`src/rtl/uart_rx_fifo.sv`:
```
// UART receiver with a runtime bit-period divisor, optional parity, 1/2 stop bits,
// and a show-ahead receive FIFO with overrun tracking and RTS flow control.
module uart_rx_fifo #(
  parameter int PAYLOAD_BITS = 8,
  parameter int DIV_W        = 16,
  parameter int FIFO_DEPTH   = 4,
  localparam int AW = $clog2(FIFO_DEPTH),
  localparam int LW = AW + 1
) (
  input  logic                    clk,
  input  logic                    reset,
  input  logic                    uart_rxd,
  input  logic [DIV_W-1:0]        cfg_div,
  input  logic [1:0]              cfg_parity,
  input  logic                    cfg_stop2,
  output logic                    uart_rts,
  input  logic                    rx_read,
  output logic                    rx_valid,
  output logic [PAYLOAD_BITS-1:0] rx_data,
  output logic                    rx_parity_err,
  output logic                    rx_frame_err,
  output logic                    rx_overrun,
  input  logic                    err_clr,
  output logic [LW-1:0]           rx_level
);

  typedef enum logic [2:0] {S_IDLE, S_START, S_DATA, S_PARITY, S_STOP, S_BREAK} state_t;
  localparam int EW = PAYLOAD_BITS + 2;

  state_t state_q, state_d;
  logic [1:0]              sync_q;
  logic [DIV_W-1:0]        div_q, cnt_q;
  logic [1:0]              par_q;
  logic                    stop2_q, perr_q, ferr_q;
  logic [2:0]              bit_q;
  logic [PAYLOAD_BITS-1:0] shift_q;
  logic                    rxs, mid, last, par_en, last_data, last_stop;
  logic                    start_go, data_smp, par_smp, stop_smp, push;

  assign rxs       = sync_q[1];
  assign mid       = (cnt_q == (div_q >> 1));
  assign last      = (cnt_q == div_q - DIV_W'(1));
  assign par_en    = (par_q == 2'b01) || (par_q == 2'b10);
  assign last_data = (bit_q == 3'(PAYLOAD_BITS - 1));
  assign last_stop = (bit_q[0] == stop2_q);

  always_ff @(posedge clk or posedge reset)
    if (reset) sync_q <= 2'b11;
    else       sync_q <= {sync_q[0], uart_rxd};

  always_ff @(posedge clk or posedge reset)
    if (reset) state_q <= S_IDLE;
    else       state_q <= state_d;

  always_comb begin
    state_d = state_q;
    case (state_q)
      S_IDLE:   if (!rxs) state_d = S_START;
      S_START:  if (mid && rxs) state_d = S_IDLE;
                else if (last) state_d = S_DATA;
      S_DATA:   if (last && last_data) state_d = par_en ? S_PARITY : S_STOP;
      S_PARITY: if (last) state_d = S_STOP;
      S_STOP:   if (mid && last_stop) state_d = rxs ? S_IDLE : S_BREAK;
      S_BREAK:  if (rxs) state_d = S_IDLE;
      default:  state_d = S_IDLE;
    endcase
  end

  always_comb begin
    start_go = (state_q == S_IDLE) && !rxs;
    data_smp = (state_q == S_DATA) && mid;
    par_smp  = (state_q == S_PARITY) && mid;
    stop_smp = (state_q == S_STOP) && mid;
    push     = stop_smp && last_stop;
  end

  // Config is captured once per frame so mid-frame changes cannot corrupt it.
  always_ff @(posedge clk or posedge reset)
    if (reset) begin
      div_q <= '0; par_q <= '0; stop2_q <= 1'b0;
      cnt_q <= '0; bit_q <= '0; shift_q <= '0; perr_q <= 1'b0; ferr_q <= 1'b0;
    end else begin
      if (state_q == S_IDLE || state_q == S_BREAK || last) cnt_q <= '0;
      else                                                 cnt_q <= cnt_q + DIV_W'(1);
      if (start_go) begin
        div_q <= cfg_div; par_q <= cfg_parity; stop2_q <= cfg_stop2;
        bit_q <= '0; perr_q <= 1'b0; ferr_q <= 1'b0;
      end
      if (data_smp) shift_q <= {rxs, shift_q[PAYLOAD_BITS-1:1]};
      if (state_q == S_DATA && last) bit_q <= last_data ? 3'd0 : bit_q + 3'd1;
      if (state_q == S_STOP && last) bit_q <= bit_q + 3'd1;
      if (par_smp)  perr_q <= (^shift_q) ^ rxs ^ (par_q == 2'b10);
      if (stop_smp && !rxs) ferr_q <= 1'b1;
    end

  logic [EW-1:0]   mem [FIFO_DEPTH];
  logic [AW-1:0]   wptr_q, rptr_q;
  logic [LW-1:0]   level_q, level_d;
  logic            ovr_q, rts_q, do_pop, do_push, drop;
  logic [EW-1:0]   head;

  // A full FIFO still accepts a frame when the head is popped on the same edge.
  assign do_pop  = rx_read && (level_q != '0);
  assign do_push = push && ((level_q != LW'(FIFO_DEPTH)) || do_pop);
  assign drop    = push && !do_push;
  assign level_d = level_q + LW'(do_push) - LW'(do_pop);

  always_ff @(posedge clk)
    if (do_push) mem[wptr_q] <= {ferr_q | ~rxs, perr_q, shift_q};

  always_ff @(posedge clk or posedge reset)
    if (reset) begin
      wptr_q <= '0; rptr_q <= '0; level_q <= '0; ovr_q <= 1'b0; rts_q <= 1'b1;
    end else begin
      if (do_push) wptr_q <= wptr_q + AW'(1);
      if (do_pop)  rptr_q <= rptr_q + AW'(1);
      level_q <= level_d;
      if (drop)         ovr_q <= 1'b1;
      else if (err_clr) ovr_q <= 1'b0;
      rts_q <= (level_d >= LW'(FIFO_DEPTH - 1));
    end

  assign head          = rx_valid ? mem[rptr_q] : '0;
  assign rx_valid      = (level_q != '0);
  assign rx_data       = head[PAYLOAD_BITS-1:0];
  assign rx_parity_err = head[PAYLOAD_BITS];
  assign rx_frame_err  = head[PAYLOAD_BITS+1];
  assign rx_overrun    = ovr_q;
  assign rx_level      = level_q;
  assign uart_rts      = rts_q;

endmodule

```
`config.mk`:
```
export PLATFORM = sky130hd
export DESIGN_NAME = uart_rx_fifo
export DESIGN_NICKNAME = d
export VERILOG_FILES = /design/src/rtl/uart_rx_fifo.sv
export SDC_FILE = /design/constraint.sdc
export NUM_CORES = 1
export LEC_CHECK = 0
export ABC_AREA = 1
export CORE_MARGIN = 4
export CORE_UTILIZATION = 25
export DETAILED_ROUTE_END_ITERATION = 8
export DONT_BUFFER_PORTS = 1
export PLACE_DENSITY_LB_ADDON = 0.3
export SLEW_MARGIN = 5
export SYNTH_ARGS = -nofsm -noshare
export SYNTH_HDL_FRONTEND = slang
export SYNTH_SLANG_ARGS = --single-unit
export TNS_END_PERCENT = 100
```
`constraint.sdc`:
```
create_clock -name clk -period 3.4 [get_ports clk]
set_clock_uncertainty 0.2 [all_clocks]
set_input_delay 0.51 -clock clk [delete_from_list [all_inputs] [get_ports clk]]
set_output_delay 0.51 -clock clk [all_outputs]
set_load 0.03 [all_outputs]
```
Yosys cells after proc, flatten, opt, wreduce, memory -nomap -nowiden
Memory sizes are Yosys's and may differ from the RTL's.
Index checks and enable logic that the tools add are counted.
Word-level totals
  register bits after elaboration: 62
  latch bits: 0
  RAM bits: 40
  memory bits (read-only): 0
  bits of input ports: 24
  output and inout port bits: 16
  word-level logic and storage cells: 97
  memories: 1
Memories
  mem: depth 4, bits a word 10, rd ports 1, clocked after memory_dff 0, write ports 1, RTL line 96  | logic [EW-1:0] mem [FIFO_DEPTH];
Operators by class
  $add $sub $neg: 7
  multipliers: 0
  div/mod/pow operators: 0
  order comparisons: 1
  equality and inequality tests: 18
  shift-type cells: 0
  muxes and demuxes: 23
  bitwise operators: 4
  reductions and logical operators: 28
Operator list (number)
  3-bit 2-to-1 mux: 13
  3-bit case mux with 6 select lines: 1
  16-bit by 1-bit adder with 16-bit output, second input constant: 1
  16-bit by 15-bit equality test with 1-bit output: 1
  16-bit equality test: 1
  16-bit 2-to-1 mux: 1
  16-bit by 1-bit subtractor with 16-bit output, second input constant: 1
  1-bit logical AND: 14
  10-bit 2-to-1 mux: 1
  2-bit != test, second input constant: 5
  3-bit equality test, second input constant: 3
  8-bit XOR reduction: 1
  1-bit 2-to-1 mux: 7
  3-bit by 2-bit equality test with 1-bit output, second input constant: 2
  3-bit != test, second input constant: 2
  6-bit AND reduction: 1
  2-bit nonzero test: 3
  3-bit nonzero test: 2
  2-bit by 1-bit adder with 2-bit output, second input constant: 2
  1-bit logical OR: 4
  3-bit by 1-bit adder with 3-bit output: 1
  3-bit by 1-bit adder with 3-bit output, second input constant: 1
  3-bit by 1-bit equality test with 1-bit output, second input constant: 1
  3-bit by 2-bit greater-or-equal comparator with 1-bit output, second input constant: 1
  other kinds (9): 11

Depth between registers and ports, before layout
Gate-level depths: netlist of run 1.
  depth after elaboration: 7
  gate-level depth with buffers: 16
  depth with buffers taken out: 16

Least setup slack after synthesis of run 1
Ideal clock, no wire load.
  path kind: reg-to-reg
  start point: register cnt_q[8]
  end point: register rts_q (netlist: uart_rts)
  setup time: 0.077 ns
  data arrival time: 2.541 ns
  required time: 3.123 ns
  setup slack: 0.582 ns
  stages on the path, launching flop included: 15
  path buffers: 1
  period minus slack after synthesis: 2.818 ns
  path through: dfrtp_1 > buf_2 > xor2_1 > nor3_1 > nand2_1 > nor2_1 > nand3_1 > nor2_1 > nand2_2 > ha_1 > inv_1 > ha_1 > fa_1 > xnor2_1 > a21o_1
On the way
  longest elaborated chain between the ends: 7
RTL lines
  start: declaration: RTL line 32  | logic [DIV_W-1:0] div_q, cnt_q;
  start signal: assignment: RTL line 84  | else cnt_q <= cnt_q + DIV_W'(1);
  16-bit by 15-bit equality test with 1-bit output: RTL line 41  | assign mid = (cnt_q == (div_q >> 1));
  1-bit logical AND: RTL line 73  | stop_smp = (state_q == S_STOP) && mid;
  1-bit logical AND: RTL line 74  | push = stop_smp && last_stop;
  1-bit logical AND: RTL line 104  | assign do_push = push && ((level_q != LW'(FIFO_DEPTH)) || do_pop);
  3-bit by 1-bit adder with 3-bit output: RTL line 106  | assign level_d = level_q + LW'(do_push) - LW'(do_pop);
  3-bit by 1-bit subtractor with 3-bit output: RTL line 106
  via level_d[2]: RTL line 98  | logic [LW-1:0] level_q, level_d;
  3-bit by 2-bit greater-or-equal comparator with 1-bit output: RTL line 120  | rts_q <= (level_d >= LW'(FIFO_DEPTH - 1));
  end signal: assignment: RTL line 120
  end: declaration: RTL line 99  | logic ovr_q, rts_q, do_pop, do_push, drop;
The timed path passes the listed nets, and every way through them passes these cells.
A chain may end at the register's enable or synchronous reset.

Worst setup path in the final report of run 1
  start point: register div_q[6]
  end point: register rts_q (netlist: uart_rts)
On the way
  longest elaborated chain between the ends: 7
RTL lines
  start: declaration: RTL line 32
  start signal: assignment: RTL line 86  | div_q <= cfg_div; par_q <= cfg_parity; stop2_q <= cfg_stop2;
  16-bit by 15-bit equality test with 1-bit output: RTL line 41
  1-bit logical AND: RTL line 73
  1-bit logical AND: RTL line 74
  1-bit logical AND: RTL line 104
  3-bit by 1-bit adder with 3-bit output: RTL line 106
  3-bit by 1-bit subtractor with 3-bit output: RTL line 106
  via level_d[2]: RTL line 98
  3-bit by 2-bit greater-or-equal comparator with 1-bit output: RTL line 120
The timed path passes the listed nets, and every way through them passes these cells.

==> insert_results.sql, run 1 <==
INSERT INTO impl_metrics (metric_group, metric, value, unit) VALUES
('run_status', 'run_status', 'complete, but fails checks', ''),
('run_status', 'violations_in_the_final_reports', 'hold timing', ''),
('placed_design', 'placed_cells', '932', ''),
('global_routing', 'grt_max_degree', '35', ''),
('cts', 'cts.sink_count', '102', ''),
('min_path', 'hp-class', 'input pin to async pin', ''),
('timing', 'setup_violations', '0', ''),
('timing', 'slew_viol_final', '0', ''),
('detailed_routing', 'detail-route-antenna-nets', '0', ''),
('worst_setup_path', 'critPathArrivalTime', '3.19', 'ns'),
('die', 'floorplan.rows', '53', ''),
('pwr', 'pwr-share-seq', '0.357', ''),
('placed_design', 'gp_congestion', '0.803', ''),
('logic_synthesis', 'ys_seq_area_frac', '0.504', ''),
('logic_synthesis', 'synth_async_sr_flop_share', '0.608', ''),
('worst_setup_path', 'worst-path-buf-inv', '2', ''),
('logic_synthesis', 'yosys_register_bits', '102', ''),
('finish', 'filler_cell_count', '2286', ''),
('pwr', 'power-per-cell-area', '791', 'nW/um2'),
('cts', 'cts.htree.levels', '3', ''),
('pwr', 'power.leakage', '2.79', 'nW'),
('timing', 'slew_headroom', '0.464', ''),
('placed_design', 'dp.final_hpwl', '9190', 'um'),
('finish', 'layout.nets', '705', ''),
('die', 'floorplan.die_area', '24300', 'um2'),
('logic_synthesis', 'count_of_flip_flops_with_a_built_in_enable_after_synthesis', '40', ''),
('detailed_routing', 'metal_1_wl', '6120', 'um'),
('logic_synthesis', 'synthesis.area_per_instance', '8.37', 'um2'),
('die', 'design.core.area', '21300', 'um2'),
('detailed_routing', 'drt_first_iter_violations', '209', ''),
('timing', 'timing_hold_violations_final', '20', ''),
('logic_synthesis', 'synth_nets', '689', ''),
('cts', 'clock_path_buffers', '2', ''),
('pwr', 'power_switching_share', '0.439', ''),
('pwr', 'vdd_ir_drop_max', '0.296', 'mV'),
('finish', 'antenna_cells', '0', ''),
('timing', 'post-route-period-util', '0.911', ''),
('job', 'cap_viol_max_count', '0', ''),
('pwr', 'power_frac_clock', '0.219', ''),
('worst_setup_path', 'critPathTopFamily', 'simple AND/OR/NAND/NOR gates', ''),
('pwr', 'netSwitchingPower', '2.16', 'mW'),
('finish', 'stdcell_count', '949', ''),
('pwr', 'power_frac_comb', '0.424', ''),
('die', 'start_util', '0.257', ''),
('detailed_routing', 'detail_route.vias_per_cell', '4.30', ''),
('global_routing', 'antenna_violations_before_repair', '0', ''),
('logic_synthesis', 'ys.warnings.count', '0', ''),
('worst_setup_path', 'startpoint_type', 'flop', ''),
('worst_setup_path', 'cp-end-kind', 'flop', ''),
('global_routing', 'number_of_global_route_vias_before_repair', '3973', ''),
('placed_design', 'buffer_ports.inserted', '0', ''),
('timing', 'hold_slack', '-0.0255', 'ns'),
('detailed_routing', 'totalWireLength', '12600', 'um'),
('logic_synthesis', 'post_synth_instance_area', '5470', 'um2'),
('finish', 'area_delta_synth_final', '13.7', '%'),
('cts', 'cts_tree', 'done', ''),
('detailed_routing', 'routed_length_on_met2', '5790', 'um'),
('detailed_routing', 'wire_per_inst', '13.3', 'um'),
('pwr', 'internal_power', '2.76', 'mW'),
('worst_setup_path', 'timing.critical_path.slowest_stage_cell', 'dfrtp_1', ''),
('die', 'ioPinCount', '40', ''),
('global_routing', 'globalRoute.totalOverflow', '0', ''),
('logic_synthesis', 'synth_cell_type_count', '39', ''),
('cts', 'cts-buffers-inserted', '9', ''),
('detailed_routing', 'maxUsedRoutingLayer', 'met4', ''),
('timing', 'worst_margin_pin_slew', '0.804', 'ns'),
('logic_synthesis', 'syn_inst', '653', ''),
('worst_setup_path', 'worst_setup_path_startpoint', 'div_q[6]$_DFFE_PP0P_', ''),
('detailed_routing', 'remaining_routing_drc_violations', '0', ''),
('die', 'die_y', '156', 'um'),
('worst_setup_path', 'worstReg2RegStart', 'div_q[6]$_DFFE_PP0P_', '');
worst register-to-register path: cells and delay by family, from the launching register on:
family,cells,cell delay [ns]
simple gates,6,1.04
compound gates,1,0.15
buf+inv,2,0.16
flops,1,0.46
xor+xnor,1,0.15
fa+ha+maj,3,0.86
cell families after synthesis:
family / synth area share
and+or+nand+nor: 0.283
DFF: 0.504
buffers and inverters: 0.0611
AOI/OAI and AO/OA: 0.0648
xor gates and xnor gates: 0.0561
adders and majority gates: 0.0288
muxes: 0.00206
path summary, 6_finish.rpt:
path	end	slack, ns	depth (start not counted)
max	uart_rts$_DFF_PP1_	0.30	13
min	rptr_q[1]$_DFFE_PP0P_	-0.03	1
max reg2reg	uart_rts$_DFF_PP1_	0.30	13
min reg2reg	sync_q[1]$_DFF_PP1_	0.15	0
max in group asynchronous	sync_q[0]$_DFF_PP1_	2.31	2
min in group clk	rx_overrun$_DFFE_PP0P_	0.05	1
area by class of cell:
cell class,count,area (um2),area share
Tap cell,275,344,0.0554
Timing Repair Buffer,19,158,0.0254
Clock buffer,11,233,0.0374
Inverter,72,270,0.0435
Multi-Input combinational cell,465,2390,0.384
Sequential cell,102,2760,0.443
Clock inverter,5,66.3,0.0107
flip-flops by register name, summed over array words and instances (netlist names):
register and cells:
rx_level 3, state_q 3, div_q 16, cnt_q 16, rptr_q 2, sync_q 2
rx_overrun 1, ferr_q 1, wptr_q 2, shift_q 8, par_q 2, perr_q 1
bit_q 3, uart_rts 1, mem 40, stop2_q 1
cell usage after synthesis, types with 6 or more instances:
library cell,count,share of area
clkbuf_1,9,0.0062
a21oi_1,18,0.016
nand3b_1,6,0.0082
nor3_1,11,0.010
xnor2_1,17,0.027
ha_1,11,0.025
nor2_2,6,0.0069
o21ai_0,45,0.041
nand2_1,155,0.11
dfrtp_1,59,0.27
nor2_1,108,0.074
edfxtp_1,40,0.22
xor2_1,18,0.029
nand4_1,8,0.0092
nand3_1,32,0.029
inv_1,70,0.048
per-stage QoR:
step	utilization	hold WS (ns)	power (mW)	area [um2]	setup slack [ns]
after floorplan	-	0.145	3.32	5470	0.582
after global placement	0.277	0.150	3.88	5900	0.302
after detailed placement	0.277	0.151	3.89	5900	0.201
after CTS	0.292	0.0188	4.98	6210	0.187
after global routing	0.292	0.0483	5.36	6220	0.0170
final	0.292	-0.0255	4.92	6220	0.302
timing repair:
action	CTS	global route
setup endpoints to repair	0	2
setup buffers	0	0
gates resized for setup	0	2
hold buffers	1	0
endpoints found under the hold margin	1	0
layout by cell type (no fill, tap or decap), types with 6 or more instances in the layout:
cell / count
a21oi_1: 18
buf_4: 17
clkbuf_16: 9
dfrtp_1: 59
edfxtp_1: 40
ha_1: 11
inv_1: 69
nand2_1: 155
nand3_1: 32
nand3b_1: 6
nand4_1: 8
nor2_1: 106
nor2_2: 8
nor3_1: 11
o21ai_0: 45
xnor2_1: 17
xor2_1: 18
power groups by stage:
stage               Combinational, mW  Sequential, mW  Clock, mW
floorplan                        1.62            1.71          0
global placement                 2.10            1.78          0
detailed placement               2.11            1.79          0
CTS                              2.11            1.76       1.10
global route                     2.41            1.80       1.15
finish                           2.08            1.76       1.08
routing by layer:
layer,track usage,vias up
li1,-,2123
met1,0.147,1889
met2,0.173,58
met3,0.0302,15
met4,0.0288,0
met5,0,-
No activity file was read; power rests on OpenSTA's default activity.
==> run 2: changes to the inputs <==
Settings changed: GPL_ROUTABILITY_DRIVEN set to 0.
Clock period 3.4 ns to 3 ns, I/O delays scaled along.
==> insert_results.sql, run 2 (same netlist as run 1, synthesis figures left out) <==
INSERT INTO impl_metrics (metric_group, metric, value, unit) VALUES
('timing', 'slew_headroom', '0.664', ''),
('die', 'design.core.area', '21300', 'um2'),
('timing', 'slew_viol_final', '0', ''),
('detailed_routing', 'drt_pass1_iterations', '4', ''),
('finish', 'area_delta_synth_final', '18.6', '%'),
('pwr', 'design_power_total', '5.72', 'mW'),
('cts', 'clock_insertion_delay_worst_skew', '0.36', 'ns'),
('timing', 'timing.final.ws_setup', '0.148', 'ns'),
('cts', 'cts.htree.levels', '3', ''),
('global_routing', 'globalRouteTotalUtil', '0.107', ''),
('detailed_routing', 'detail-route-antenna-nets', '0', ''),
('detailed_routing', 'detail_route.vias_per_cell', '4.16', ''),
('die', 'floorplan.die_area', '24300', 'um2'),
('cts', 'path_clk_slew', '0.07', 'ns'),
('timing', 'setup_violations', '0', ''),
('pwr', 'power-per-cell-area', '883', 'nW/um2'),
('worst_setup_path', 'critPathMaxFanout', '3', ''),
('die', 'ioPinCount', '40', ''),
('die', 'start_util', '0.257', ''),
('worst_setup_path', 'critPathArrivalTime', '2.95', 'ns'),
('finish', 'final_common_cell', 'nand2_1', ''),
('placed_design', 'dp.final_hpwl', '9260', 'um'),
('timing', 'fmaxAchievable', '351', 'MHz'),
('detailed_routing', 'wire_per_inst', '12.5', 'um'),
('detailed_routing', 'detailroute.via_count', '4095', ''),
('finish', 'seq_area', '2760', 'um2'),
('worst_setup_path', 'worstReg2RegStart', 'div_q[2]$_DFFE_PP0P_', ''),
('cts', 'cts_tree', 'done', ''),
('global_routing', 'antenna_violations_before_repair', '0', ''),
('detailed_routing', 'remaining_routing_drc_violations', '0', ''),
('timing', 'post-route-period-util', '0.951', ''),
('finish', 'layout.nets', '740', ''),
('die', 'die_w', '156', 'um'),
('finish', 'area_taken_by_multi_input_logic_gates', '2410', 'um2'),
('placed_design', 'dpl_cell_area', '6100', 'um2'),
('finish', 'stdcell_count', '984', ''),
('global_routing', 'first_pass_grt_wire_length', '20600', 'um'),
('placed_design', 'placement.setup.worst_slack', '0.0470', 'ns'),
('global_routing', 'globalRoute.totalOverflow', '0', ''),
('finish', 'antenna_cells', '0', ''),
('timing', 'min_period', '2.85', 'ns'),
('die', 'die_y', '156', 'um'),
('min_path', 'min_from', 'cfg_div[8]', ''),
('cts', 'clock_path_buffers', '2', ''),
('worst_setup_path', 'worst_setup_path_startpoint', 'div_q[2]$_DFFE_PP0P_', ''),
('timing', 'hold_slack', '0.0135', 'ns'),
('finish', 'finalInstanceArea', '6480', 'um2'),
('job', 'cap_viol_max_count', '0', ''),
('detailed_routing', 'drt_first_iter_violations', '177', ''),
('worst_setup_path', 'critical_path_class', 'flop to flop', ''),
('worst_setup_path', 'startpoint_type', 'flop', ''),
('global_routing', 'number_of_global_route_vias_before_repair', '4033', ''),
('placed_design', 'buffer_ports.inserted', '0', ''),
('finish', 'top_regs', 'mem: 40 flops, cnt_q: 16 flops, div_q: 16 flops', ''),
('detailed_routing', 'totalWireLength', '12300', 'um'),
('finish', 'final_util', '0.305', ''),
('timing', 'timing_hold_violations_final', '0', ''),
('timing', 'final.setup.tns', '0', 'ns'),
('min_path', 'hp-class', 'input pin to flop', ''),
('die', 'floorplan.rows', '53', ''),
('cts', 'cts-buffers-inserted', '9', ''),
('finish', 'drive_gt1_frac', '0.144', ''),
('finish', 'largest_register', 'mem', ''),
('pwr', 'power.leakage', '2.96', 'nW'),
('finish', 'filler_cell_count', '2246', ''),
('worst_setup_path', 'cp-end-kind', 'flop', ''),
('pwr', 'vdd_ir_drop_max', '0.322', 'mV'),
('finish', 'commonest_cells_after_routing_fill_and_taps_aside', '155 x nand2_1, 105 x nor2_1, 69 x inv_1, 59 x dfrtp_1, 49 x buf_4', ''),
('timing', 'worst_margin_pin_slew', '0.503', 'ns'),
('finish', 'largest_register_ffs', '40', ''),
('cts', 'cts.sink_count', '102', ''),
('global_routing', 'grt_max_degree', '31', ''),
('run_status', 'run_status', 'completed', ''),
('worst_setup_path', 'timing.critical_path.required', '3.09', 'ns'),
('cts', 'cts.root.buffer_cell', 'clkbuf_16', ''),
('placed_design', 'placed_cells', '961', '');
[run 2: changes by cell type in the layout (fill, tap and decap cells not counted), sizes merged]
cell	change
buf	+31
bufinv	-1
inv	+1
clkinv	+2
clkbuf	-2
dlygate4sd3	+4
[run 2: critical path, stage by stage, from the launching register on]
cell and delay [ns]:
dfrtp_1 0.39, inv_1 0.09, nor2_1 0.04, nor3_1 0.22, nand2_1 0.13, nor3_4 0.17, nand3_2 0.12, nor2_2 0.17
nand2_2 0.07, ha_1 0.27, inv_1 0.04, ha_1 0.18, fa_1 0.41, xnor2_2 0.16, a21o_1 0.15
[run 2: worst paths after layout]
kind                                          to  slack (ns)  cells past startpoint
setup / recovery              uart_rts$_DFF_PP1_        0.15                     14
hold / removal              div_q[8]$_DFFE_PP0P_        0.01                      2
setup reg to reg              uart_rts$_DFF_PP1_        0.15                     14
hold reg to reg              sync_q[1]$_DFF_PP1_        0.16                      0
max in group asynchronous    sync_q[1]$_DFF_PP1_        1.68                      3
min in group asynchronous  rptr_q[0]$_DFFE_PP0P_        0.26                      2
[run 2: power breakdown]
group | internal (mW) | leakage, nW | switching, mW | total (mW)
registers | 1.66 | 1.25 | 0.271 | 1.93
logic | 1.01 | 1.58 | 1.66 | 2.67
clock network | 0.574 | 0.137 | 0.544 | 1.12
total | 3.24 | 2.96 | 2.48 | 5.72
[run 2: final cells by class]
class,instances,share of cell area
Tap cell,275,0.0531
Sequential cell,102,0.425
Inverter,72,0.0417
Multi-Input combinational cell,465,0.372
Timing Repair Buffer,54,0.0645
Clock inverter,7,0.00868
Clock buffer,9,0.0347
[run 2: repair_timing]
| item | in CTS | in global routing |
|---|---|---|
| gates resized for setup | 0 | 7 |
| buffers inserted | 0 | 2 |
| endpoints found under the setup margin | 0 | 3 |
| hold buffers | 5 | 0 |
| hold endpoints to repair | 11 | 0 |
[run 2: metal layers]
layer | routed length (um) | vias up | track usage
met4 | 161 | 0 | 0.0283
met5 | 0 | - | 0
met3 | 427 | 12 | 0.0275
met2 | 5850 | 43 | 0.179
li1 | - | 2197 | -
met1 | 5870 | 1843 | 0.139
==> run 3: changes to the inputs <==
Settings changed: ABC_AREA 1 to unset, CTS_CLUSTER_SIZE set to 28, SLEW_MARGIN 5 to 20.
==> insert_results.sql, run 3 <==
INSERT INTO impl_metrics (metric_group, metric, value, unit) VALUES
('finish', 'final_common_cell', 'nand2_1', ''),
('logic_synthesis', 'yosys_register_bits', '102', ''),
('logic_synthesis', 'synthesis.area_per_instance', '11.2', 'um2'),
('logic_synthesis', 'synth_nets', '511', ''),
('logic_synthesis', 'count_of_flip_flops_with_a_built_in_enable_after_synthesis', '40', ''),
('logic_synthesis', 'synth.top_cell.area_share', '0.278', ''),
('placed_design', 'placed_cells', '782', ''),
('die', 'die_w', '154', 'um'),
('logic_synthesis', 'synth_async_sr_flop_share', '0.608', ''),
('detailed_routing', 'drt_first_iter_violations', '157', ''),
('finish', 'stdcell_count', '811', ''),
('detailed_routing', 'detailroute.via_count', '3681', ''),
('worst_setup_path', 'critPathArrivalTime', '3.32', 'ns'),
('worst_setup_path', 'cp-end-kind', 'flop', ''),
('global_routing', 'antenna_violations_before_repair', '0', ''),
('logic_synthesis', 'synth.top_cells.by_area', 'dfrtp_1 28%, edfxtp_1 23%, xnor2_1 6.8%, nand2_1 5.0%, mux4_2 4.2%', ''),
('finish', 'layout.nets', '567', ''),
('global_routing', 'globalRoute.totalOverflow', '0', ''),
('die', 'floorplan.rows', '53', ''),
('logic_synthesis', 'synth_top_area_cell', 'dfrtp_1', ''),
('finish', 'antenna_cells', '0', ''),
('worst_setup_path', 'startpoint_type', 'flop', ''),
('cts', 'cts.root.buffer_cell', 'clkbuf_16', ''),
('finish', 'area_delta_synth_final', '25.4', '%'),
('pwr', 'vdd_ir_drop_max', '0.376', 'mV'),
('timing', 'worst_margin_pin_slew', '0.839', 'ns'),
('worst_setup_path', 'critical_path_class', 'flop to flop', ''),
('cts', 'path_clk_slew', '0.07', 'ns'),
('finish', 'drive_gt1_frac', '0.291', ''),
('worst_setup_path', 'critPathMaxFanout', '4', ''),
('finish', 'final_util', '0.318', ''),
('finish', 'largest_register_ffs', '40', ''),
('finish', 'commonest_cells_after_routing_fill_and_taps_aside', '70 x nand2_1, 67 x buf_4, 59 x dfrtp_1, 40 x edfxtp_1, 39 x xnor2_1', ''),
('die', 'ioPinCount', '40', ''),
('placed_design', 'dp.final_hpwl', '9020', 'um'),
('timing', 'rsz0062_at_grt', 'true', ''),
('detailed_routing', 'detail-route-antenna-nets', '0', ''),
('finish', 'top_regs', 'mem: 40 flops, cnt_q: 16 flops, div_q: 16 flops', ''),
('cts', 'clock_insertion_delay_worst_skew', '0.35', 'ns'),
('die', 'die_y', '154', 'um'),
('worst_setup_path', 'timing.reg2reg.setup_slack', '-0.28', 'ns'),
('timing', 'slew_headroom', '0.441', ''),
('detailed_routing', 'remaining_routing_drc_violations', '0', ''),
('global_routing', 'grt_max_degree', '63', ''),
('logic_synthesis', 'most_frequently_used_flop_master_after_synthesis', 'dfrtp_1', ''),
('placed_design', 'placement.setup.worst_slack', '-0.185', 'ns'),
('timing', 'setup_violations', '24', ''),
('timing', 'slew_viol_final', '0', ''),
('placed_design', 'buffer_ports.inserted', '0', ''),
('run_status', 'run_status', 'complete, but fails checks', ''),
('die', 'floorplan.die_area', '23600', 'um2'),
('die', 'design.core.area', '21000', 'um2'),
('cts', 'cts.htree.levels', '3', ''),
('job', 'cap_viol_max_count', '0', ''),
('logic_synthesis', 'synth_cell_type_count', '67', ''),
('detailed_routing', 'wire_per_inst', '15.5', 'um'),
('pwr', 'design_power_total', '5.49', 'mW'),
('cts', 'cts.sink_count', '102', ''),
('pwr', 'power.leakage', '2.67', 'nW'),
('detailed_routing', 'totalWireLength', '12600', 'um'),
('detailed_routing', 'drt_pass1_iterations', '4', ''),
('pwr', 'power-per-cell-area', '825', 'nW/um2'),
('worst_setup_path', 'timing.critical_path.required', '3.04', 'ns'),
('cts', 'clock_path_buffers', '2', ''),
('timing', 'fmaxAchievable', '305', 'MHz'),
('timing', 'min_period', '3.28', 'ns'),
('finish', 'seq_area', '2760', 'um2'),
('global_routing', 'first_pass_grt_wire_length', '20200', 'um'),
('finish', 'area_taken_by_multi_input_logic_gates', '2590', 'um2'),
('logic_synthesis', 'ys.warnings.count', '0', ''),
('die', 'start_util', '0.253', ''),
('global_routing', 'globalRouteTotalUtil', '0.108', ''),
('finish', 'filler_cell_count', '2150', ''),
('timing', 'timing.final.ws_setup', '-0.276', 'ns'),
('cts', 'cts-buffers-inserted', '9', ''),
('cts', 'cts_tree', 'done', ''),
('logic_synthesis', 'synth_common_cells', '71 x nand2_1, 59 x dfrtp_1, 41 x xnor2_1', ''),
('logic_synthesis', 'syn_inst', '475', ''),
('global_routing', 'number_of_global_route_vias_before_repair', '3816', ''),
('detailed_routing', 'detail_route.vias_per_cell', '4.54', ''),
('logic_synthesis', 'post_synth_instance_area', '5310', 'um2'),
('timing', 'post-route-period-util', '1.09', ''),
('finish', 'largest_register', 'mem', ''),
('run_status', 'violations_in_the_final_reports', 'setup timing', ''),
('logic_synthesis', 'yosys.cell_count.top_type', 'nand2_1', ''),
('min_path', 'hp-class', 'input pin to flop', ''),
('logic_synthesis', 'ys_seq_area_frac', '0.519', ''),
('timing', 'timing_hold_violations_final', '0', '');
==> run 3: layer usage <==
layer / up-vias / global-route usage / routed length (um)
met1: 1824 / 0.133 / 5430
li1: 1767 / - / -
met5: - / 0 / 0
met4: 0 / 0.0345 / 224
met3: 20 / 0.0256 / 447
met2: 70 / 0.187 / 6510
==> run 3: layout make-up <==
type | instances | share of cell area
Timing Repair Buffer | 77 | 0.0944
Clock buffer | 10 | 0.0344
Inverter | 13 | 0.00733
Clock inverter | 6 | 0.00827
Tap cell | 275 | 0.0517
Sequential cell | 102 | 0.414
Multi-Input combinational cell | 328 | 0.390
==> run 3: worst max-delay path, cell delays in order (launching register included) <==
cell,delay (ns)
dfrtp_1,0.42
or4_4,0.58
nor4_4,0.25
o21ai_2,0.11
a2111oi_4,0.41
nand3_1,0.16
or4_4,0.55
a21oi_2,0.17
mux2_4,0.31
==> run 3: worst paths after layout <==
kind	cells past startpoint	startpoint	to
min in group asynchronous	2	reset	par_q[1]$_DFFE_PP0P_
worst max register to register	8	div_q[1]$_DFFE_PP0P_	state_q[0]$_DFFE_PP0P_
worst max-delay path	8	div_q[1]$_DFFE_PP0P_	state_q[0]$_DFFE_PP0P_
max in group asynchronous	2	reset	cnt_q[15]$_DFF_PP0_
worst min register to register	0	sync_q[0]$_DFF_PP1_	sync_q[1]$_DFF_PP1_
worst min-delay path	2	cfg_div[14]	div_q[14]$_DFFE_PP0P_
==> run 3: what timing repair did <==
action | 4_1_cts | 5_1_grt
endpoints found under the hold margin | 8 | 0
pin swaps | 6 | 20
cloned | 0 | 1
setup endpoints to repair | 6 | 25
gates resized for setup | 8 | 38
setup buffers | 3 | 1
hold buffers | 8 | 0
==> run 3: per-stage QoR <==
stage | TNS (ns) | instance area [um2] | hold slack, ns
after floorplan | -0.912 | 5360 | 0.145
after global placement | -0.342 | 6040 | 0.148
after detailed placement | -0.524 | 6040 | 0.149
after CTS | -1.77 | 6470 | 0.00165
after global routing | -6.98 | 6660 | 0.00572
final | -3.43 | 6660 | 0.00692
==> run 3: logic make-up (layout without fill, tap and decap cells) <==
logic type	after synthesis	count (layout)	share of synthesized area
AO/OA/AOI/OAI	45	45	0.0632
XOR/XNOR	59	59	0.0973
adder cells (fa/ha/maj)	12	12	0.0297
buffers and inverters	45	106	0.0384
flip-flops	102	102	0.519
multiplexers	23	23	0.0691
AND/OR/NAND/NOR	189	189	0.183
==> run 3: power breakdown <==
part	leakage, nW	internal, mW	switching [mW]
logic	1.33	1.12	1.35
clock network	0.133	0.579	0.546
registers	1.20	1.64	0.257
total	2.67	3.34	2.15
